`src/rtl/mult_seq_param.sv`:
```
// Sequential shift-and-add multiplier, unsigned or two's-complement via sign/magnitude.
// Latency k+2 clocks from accepted start (k = highest set bit index of |multiplier| plus 1).
module mult_seq_param #(
    parameter int DW        = 8,
    parameter int SIGNED_EN = 1
) (
    input  logic              i_clk,
    input  logic              i_rst,
    input  logic              i_start,
    input  logic              i_signed,
    input  logic [DW-1:0]     i_multiplicand,
    input  logic [DW-1:0]     i_multiplier,
    output logic [2*DW-1:0]   o_product,
    output logic              o_ready,
    output logic              o_done
);

    typedef enum logic [1:0] {IDLE, RUN, FIX, DONE} state_t;

    state_t              r_state;
    state_t              w_next;
    logic [2*DW-1:0]     r_mcand;
    logic [DW-1:0]       r_mplier;
    logic [2*DW-1:0]     r_acc;
    logic                r_sign;
    logic [2*DW-1:0]     r_product;
    logic                r_done;

    logic                w_sgn_mode;
    logic                w_accept;
    logic [DW-1:0]       w_mcand_mag;
    logic [DW-1:0]       w_mplier_mag;

    assign w_sgn_mode   = (SIGNED_EN != 0) && i_signed;
    assign w_accept     = o_ready && i_start;
    // -(-2^(DW-1)) wraps to 2^(DW-1), which is exactly the unsigned magnitude we want
    assign w_mcand_mag  = (w_sgn_mode && i_multiplicand[DW-1]) ? -i_multiplicand : i_multiplicand;
    assign w_mplier_mag = (w_sgn_mode && i_multiplier[DW-1])   ? -i_multiplier   : i_multiplier;

    always_ff @(posedge i_clk) begin
        if (!i_rst) begin
            r_state <= IDLE;
        end else begin
            r_state <= w_next;
        end
    end

    always_comb begin
        w_next = r_state;
        case (r_state)
            IDLE, DONE: if (i_start) w_next = RUN;
            RUN:        if (r_mplier == '0) w_next = FIX;
            FIX:        w_next = DONE;
            default:    w_next = IDLE;
        endcase
    end

    always_comb begin
        o_ready   = (r_state == IDLE) || (r_state == DONE);
        o_done    = r_done;
        o_product = r_product;
    end

    always_ff @(posedge i_clk) begin
        if (!i_rst) begin
            r_mcand   <= '0;
            r_mplier  <= '0;
            r_acc     <= '0;
            r_sign    <= 1'b0;
            r_product <= '0;
            r_done    <= 1'b0;
        end else begin
            r_done <= (r_state == FIX);
            if (w_accept) begin
                r_mcand  <= {{DW{1'b0}}, w_mcand_mag};
                r_mplier <= w_mplier_mag;
                r_acc    <= '0;
                r_sign   <= w_sgn_mode && (i_multiplicand[DW-1] ^ i_multiplier[DW-1]);
            end else if ((r_state == RUN) && (r_mplier != '0)) begin
                if (r_mplier[0]) begin
                    r_acc <= r_acc + r_mcand;
                end
                r_mcand  <= r_mcand << 1;
                r_mplier <= r_mplier >> 1;
            end
            // Negating a zero accumulator yields zero, so -0 never appears
            if (r_state == FIX) begin
                r_product <= r_sign ? -r_acc : r_acc;
            end
        end
    end

endmodule

```
`config.mk`:
```
export PLATFORM = sky130hd
export DESIGN_NAME = mult_seq_param
export DESIGN_NICKNAME = d
export VERILOG_FILES = /design/src/rtl/mult_seq_param.sv
export SDC_FILE = /design/constraint.sdc
export NUM_CORES = 1
export LEC_CHECK = 0
export ABC_CLOCK_PERIOD_IN_PS = 2000
export CELL_PAD_IN_SITES_DETAIL_PLACEMENT = 1
export CELL_PAD_IN_SITES_GLOBAL_PLACEMENT = 2
export CORE_ASPECT_RATIO = 1.2
export CORE_MARGIN = 4
export CORE_UTILIZATION = 31
export CTS_CLUSTER_DIAMETER = 100
export DETAILED_ROUTE_END_ITERATION = 8
export GPL_ROUTABILITY_DRIVEN = 0
export PLACE_DENSITY = 0.82
export REMOVE_ABC_BUFFERS = 1
export SYNTH_ARGS = -nofsm -noshare
export SYNTH_HDL_FRONTEND = slang
export SYNTH_SLANG_ARGS = --single-unit
```
`constraint.sdc`:
```
create_clock -name i_clk -period 2 [get_ports i_clk]
set_input_delay 0.4 -clock i_clk [delete_from_list [all_inputs] [get_ports i_clk]]
set_output_delay 0.4 -clock i_clk [all_outputs]
set_load 0.01 [all_outputs]
```
==> results.json, run 1 <==
{
  "ctsHoldBuffers": 0,
  "slew_viol_final": 0,
  "numClockSinks": 60,
  "p_total_mw": 4.88,
  "fin_nets": 577,
  "overflow": 0,
  "die_y_um": 127,
  "yosysWarnings": 0,
  "post-synth-top-area-cell": "dfxtp_1",
  "nFillCells": 1396,
  "end_kind": "flip-flop",
  "antenna_cells": 0,
  "async_flop_share_pct": 0,
  "seqPwrFrac_pct": 32.7,
  "yosysSeqAreaShare_pct": 32.9,
  "synth_seq_cells": 60,
  "core_um2": 11600,
  "drive_gt1_share_pct": 20.3,
  "p_clk_share_pct": 29.1,
  "area_growth_pct": 36.8,
  "dp_cells": 676,
  "r2r-end": "r_acc[14]$_SDFFE_PP0P_",
  "fin_util_pct": 43.2,
  "r2r_cells": 8,
  "setup_viol_count_final": 1,
  "synth_most_common_cell": "dfxtp_1",
  "vdd_drop_max_mv": 0.386,
  "switching_share_pct": 33.6,
  "start_util_pct": 31.6,
  "worst_ep_required_time_ps": 2200,
  "portBuffers": 37,
  "rsz0062_at_grt": "true",
  "synth.cell_area_um2": 3650,
  "holdPathStages": 2,
  "drt_first_pass_iters": 4,
  "syn_area_per_cell_um2": 8.27,
  "dpl_worst_slack_ps": -529,
  "ant_nets": 0,
  "relSlewSlack_pct": 71.8,
  "vias": 3499,
  "final_hold_viol_count": 0,
  "tightest_slew_ps": 419,
  "tritoncts": "yes",
  "final.setup_skew_ps": 5.45,
  "synth_ff_type": "dfxtp_1",
  "final_cells": 695,
  "crit_path_start_kind": "flip-flop",
  "grt_pass1_vias": 3697,
  "root_buffer": "clkbuf_16",
  "status": "finished, violations left",
  "clockBufferDepth": 2,
  "whs_ps": 484,
  "critPathMaxFanout": 2,
  "path_class": "reg2reg",
  "die_x_um": 107,
  "max-cap-violations": 0,
  "maxClockFrequency_mhz": 498,
  "critPathArrivalTime_ps": 2200,
  "period_share_pct": 100,
  "worst_r2r_startpoint": "r_acc[0]$_SDFFE_PP0P_",
  "grt_usage_pct": 15.6,
  "synth-edff-count": 0,
  "synth_top_area_share_pct": 32.9,
  "cts_buffers": 9,
  "power_frac_comb_pct": 38.2,
  "min_to": "o_product[6]$_SDFFE_PN0P_",
  "period_minus_slack_ps": 2010,
  "failed_checks": "setup timing",
  "rows": 43,
  "min_from": "o_product[6]$_SDFFE_PN0P_",
  "synth_area_leaders": "dfxtp_1 (33%), ha_1 (7.2%), mux2i_1 (6.3%)",
  "antenna_found_initial": 0,
  "wl_per_cell_um": 14.4,
  "path_clk_slew_ps": 50,
  "p_per_area_nw_per_um2": 977,
  "p_int_mw": 3.24,
  "hp-class": "reg2reg",
  "reg2reg_slack_ps": -7,
  "synth_cell_types": 49,
  "hpwlAfterDp_um": 7710,
  "fin_ws_ps": -7.48,
  "die-area_um2": 13600,
  "drtIter0Drc": 70,
  "netSwitchingPower_mw": 1.64,
  "viasPerCell": 5.03,
  "drc_errors": 0,
  "grt_pass1_wl_um": 17100,
  "syn-instance-count": 442,
  "h-tree-depth": 3,
  "ys_top_cells_by_count": "dfxtp_1 (60), nor2_1 (54), nand2_1 (43)",
  "grt_max_degree": 30,
  "leakage_nw": 2.08,
  "clk-insertion-delay-late_ps": 330,
  "wl_um": 10000,
  "io-pin-count": 38
}
## per-stage QoR
stage | area (um^2) | TNS (ps)
3_3_place_gp | 4570 | -938
5_1_grt | 5000 | -507
6_report | 5000 | -7.48
2_1_floorplan | 3540 | -532
4_1_cts | 4920 | -74.2
3_5_place_dp | 4570 | -1540
## worst max-delay path, stage by stage, from the launching register on
cell and delay, ps:
dfxtp_2 330, ha_4 160, fa_2 390, a211oi_4 270
o21ai_2 110, a21oi_1 260, o21ai_0 160, nand2_1 90
o211ai_1 100
## power groups by stage
stage | registers (mW) | clock network (mW) | logic (mW)
floorplan | 1.63 | 0 | 1.02
detailed placement | 1.61 | 0 | 1.84
global placement | 1.60 | 0 | 1.80
global route | 1.64 | 1.53 | 2.07
finish | 1.60 | 1.42 | 1.87
CTS | 1.60 | 1.46 | 1.87
## per-layer routing
metal | share of wire [%] | global-route usage (%)
met5 | 0 | 0
met4 | 1.5 | 4.97
met3 | 3.7 | 2.90
met2 | 52 | 29.1
met1 | 43 | 17.6
## layout make-up
cell class | instances | area (um^2) | share of cell area (%)
Sequential cell | 60 | 1200 | 24.1
Clock buffer | 12 | 267 | 5.33
Multi-Input combinational cell | 350 | 2400 | 48.1
Tap cell | 157 | 196 | 3.93
Inverter | 12 | 45.0 | 0.901
Clock inverter | 2 | 10.0 | 0.200
Timing Repair Buffer | 102 | 873 | 17.5
## cells by family after synthesis
kind of cell / synth area share, %
flip-flops: 32.9
multiplexers: 6.92
adder cells (fa/ha/maj): 7.74
AND/OR/NAND/NOR: 20.0
XOR/XNOR: 6.95
buffers and inverters: 4.48
AO/OA/AOI/OAI: 21.1
## cells in the final DEF, fill, tap and decap left out, types with 14 or more instances in the layout
cell type / synthesis / layout
clkdlybuf4s50_1: 0 / 36
buf_4: 0 / 63
xor2_1: 17 / 17
nand2_1: 43 / 43
nor3_1: 15 / 15
mux2i_1: 23 / 23
o21ai_0: 23 / 17
ha_1: 21 / 19
nand3_1: 14 / 14
a21oi_1: 32 / 29
dfxtp_1: 60 / 57
nor2_1: 54 / 54
a211oi_1: 30 / 25
## timing repair
item | in CTS | in global routing
setup buffers | 2 | 3
endpoints found under the setup margin | 9 | 13
gates resized for setup | 16 | 17
pin swaps | 8 | 13
## sequential cells by signal (all words and copies together) (netlist names)
register and count:
r_mplier 8, o_done 1, r_state 2, r_mcand 16, r_sign 1, r_acc 16
o_product 16
## worst max path at each step
stage / from / to / cells after the start
floorplan: r_acc[0]$_SDFFE_PP0P_ / r_acc[12]$_SDFFE_PP0P_ / 8
global placement: r_mcand[0]$_SDFFE_PN0P_ / r_acc[12]$_SDFFE_PP0P_ / 8
finish: r_acc[0]$_SDFFE_PP0P_ / r_acc[14]$_SDFFE_PP0P_ / 8
global route: r_acc[0]$_SDFFE_PP0P_ / r_acc[12]$_SDFFE_PP0P_ / 8
detailed placement: r_mcand[0]$_SDFFE_PN0P_ / r_acc[12]$_SDFFE_PP0P_ / 8
CTS: r_mcand[0]$_SDFFE_PN0P_ / r_acc[12]$_SDFFE_PP0P_ / 8
No activity file was read; power rests on OpenSTA's default activity.
==> inputs of run 2 (changes only) <==
Settings changed: PLACE_DENSITY 0.82 to 0.83.
==> run 2 against run 1 <==
Final area up 1.5%. Largest power group unchanged. Sequential share of layout area fell by 0.37 points. Clock power is essentially flat. Sequential power is essentially flat. Critical path type unchanged. Wire length rose by 3.5%. Setup slack worse by 100 ps. The run still ends with setup timing left. Critical endpoint is now r_acc[12]$_SDFFE_PP0P_. Cell count rose by 0.43%. Combinational power is 2% higher. First-iteration DRC count increased by 20%. Sequential cell count is the same. Register-to-register slack got worse by 100 ps.
==> results.json, run 2 (synthesis results as in run 1) <==
{
  "vias": 3535,
  "path_class": "reg2reg",
  "layout_common_cells": "buf_4 (64), dfxtp_1 (58), nor2_1 (54)",
  "hpwlAfterDp_um": 8010,
  "cts_buffers": 9,
  "core_um2": 11600,
  "grt_pass1_vias": 3559,
  "wl_um": 10400,
  "setup_viol_count_final": 4,
  "end_kind": "flip-flop",
  "area_growth_pct": 38.8,
  "antenna_found_initial": 0,
  "portBuffers": 37,
  "hp-class": "reg2reg",
  "overflow": 0,
  "use_met1_pct": 17.5,
  "root_buffer": "clkbuf_16",
  "netSwitchingPower_mw": 1.67,
  "final.setup_skew_ps": 6.83,
  "wl_per_cell_um": 14.8,
  "final_cell_area_um2": 5070,
  "seqPwrFrac_pct": 32.3,
  "viasPerCell": 5.06,
  "switching_share_pct": 33.7,
  "max-cap-violations": 0,
  "use_met3_pct": 2.90,
  "min_to": "o_product[7]$_SDFFE_PN0P_",
  "slew_viol_final": 0,
  "die_x_um": 107,
  "rsz0062_at_grt": "true",
  "h-tree-depth": 3,
  "fin_ws_ps": -108,
  "leakage_nw": 2.09,
  "drc_errors": 0,
  "grt_pass1_wl_um": 17000,
  "clk-insertion-delay-late_ps": 330,
  "final_hold_viol_count": 0,
  "ant_nets": 0,
  "tritoncts": "yes",
  "clockBufferDepth": 2,
  "vdd_drop_max_mv": 0.312,
  "io-pin-count": 38,
  "met2_usage_pct": 29.1,
  "grt_max_degree": 29,
  "reg2reg_slack_ps": -110,
  "period_minus_slack_ps": 2110,
  "p_per_area_nw_per_um2": 978,
  "critPathMaxFanout": 2,
  "rows": 43,
  "final_common_cell": "buf_4",
  "status": "finished, violations left",
  "die-area_um2": 13600,
  "numClockSinks": 60,
  "power_frac_comb_pct": 38.5,
  "path_clk_slew_ps": 50,
  "holdPathStages": 2,
  "maxClockFrequency_mhz": 474,
  "fin_nets": 578,
  "dpl_worst_slack_ps": -528,
  "drtIter0Drc": 84,
  "start_util_pct": 31.6,
  "r2r_cells": 8,
  "fin_util_pct": 43.8,
  "min_from": "o_product[7]$_SDFFE_PN0P_",
  "grt_usage_pct": 15.6,
  "antenna_cells": 0,
  "failed_checks": "setup timing",
  "die_y_um": 127,
  "setup_tns_ps": -245,
  "grt.busiest_layer": "met2",
  "tightest_slew_ps": 447,
  "p_clk_share_pct": 29.1,
  "nFillCells": 1384,
  "critPathArrivalTime_ps": 2330,
  "path_buf_inv": 0,
  "p_int_mw": 3.29,
  "slowest_stage": "fa_2",
  "worst_r2r_startpoint": "r_mcand[0]$_SDFFE_PN0P_",
  "placed_area_um2": 4550,
  "worst_ep_required_time_ps": 2220,
  "relSlewSlack_pct": 69.9,
  "period_share_pct": 105,
  "drt_first_pass_iters": 4,
  "crit_path_start_kind": "flip-flop",
  "cpPeakStageDelay_ps": 380,
  "crit_chain": "ha_4 -> fa_2 -> a211oi_4 -> o21ai_2 -> a2111oi_4 -> nor3_2 -> xnor2_1 -> o21ai_1",
  "path_delay_family": "compound AO/OA/AOI/OAI gates",
  "r2r-end": "r_acc[12]$_SDFFE_PP0P_",
  "drive_gt1_share_pct": 20.7
}
==> run 2: cell types whose count changed in the layout (fill, tap and decap cells not counted), moves of 2 or more <==
cell / delta
ha_1: -3
ha_2: +2
a21oi_4: +2
clkbuf_1: +3
a211oi_2: -2
==> run 2: metal layers <==
metal / part of all wire (%) / vias up
li1: - / 1788
met2: 54 / 48
met4: 1.8 / 0
met1: 42 / 1685
met5: 0 / -
met3: 2.8 / 14
==> run 2: power by group through the flow <==
stage,clock (mW),sequential (mW),combinational [mW]
6_report,1.44,1.60,1.91
5_1_grt,1.55,1.65,2.10
4_1_cts,1.49,1.60,1.85
3_5_place_dp,0,1.62,1.85
3_3_place_gp,0,1.60,1.79
2_1_floorplan,0,1.63,1.02
==> run 2: how the worst max path moves through the flow <==
stage,endpoint,slack (ps),startpoint,depth (start not counted)
after floorplan,r_acc[12]$_SDFFE_PP0P_,-260,r_acc[0]$_SDFFE_PP0P_,8
after CTS,r_acc[12]$_SDFFE_PP0P_,-110,r_mcand[0]$_SDFFE_PN0P_,8
after global placement,r_acc[12]$_SDFFE_PP0P_,-430,r_mcand[0]$_SDFFE_PN0P_,8
final,r_acc[12]$_SDFFE_PP0P_,-110,r_mcand[0]$_SDFFE_PN0P_,8
after global routing,r_acc[12]$_SDFFE_PP0P_,-230,r_mcand[0]$_SDFFE_PN0P_,8
after detailed placement,r_acc[12]$_SDFFE_PP0P_,-530,r_mcand[0]$_SDFFE_PN0P_,8
==> run 2: worst reg2reg max path: stages, from the launching register on <==
cell       delay, ps
dfxtp_2          330
ha_4             160
fa_2             380
a211oi_4         310
o21ai_2          140
a2111oi_4        370
nor3_2            70
xnor2_1          180
o21ai_1           70
==> run 2: stage by stage <==
stage                     hold slack (ps)  power (mW)  cells
after floorplan                       464        2.65    422
after global placement                470        3.39    674
after detailed placement              480        3.47    674
after CTS                             488        4.94    691
after global routing                  511        5.31    698
final                                 481        4.96    698
==> run 2: cell type report <==
| type | count | area [um^2] | area share (%) |
|---|---|---|---|
| Clock inverter | 1 | 5.00 | 0.0987 |
| Tap cell | 157 | 196 | 3.87 |
| Sequential cell | 60 | 1200 | 23.7 |
| Inverter | 12 | 45.0 | 0.888 |
| Multi-Input combinational cell | 350 | 2460 | 48.6 |
| Clock buffer | 15 | 278 | 5.48 |
| Timing Repair Buffer | 103 | 881 | 17.4 |
==> run 2: what timing repair did <==
item,CTS,global route
pin swaps,10,22
resized for setup,14,27
hold buffers,0,0
setup buffers,1,7
setup endpoints to repair,8,11
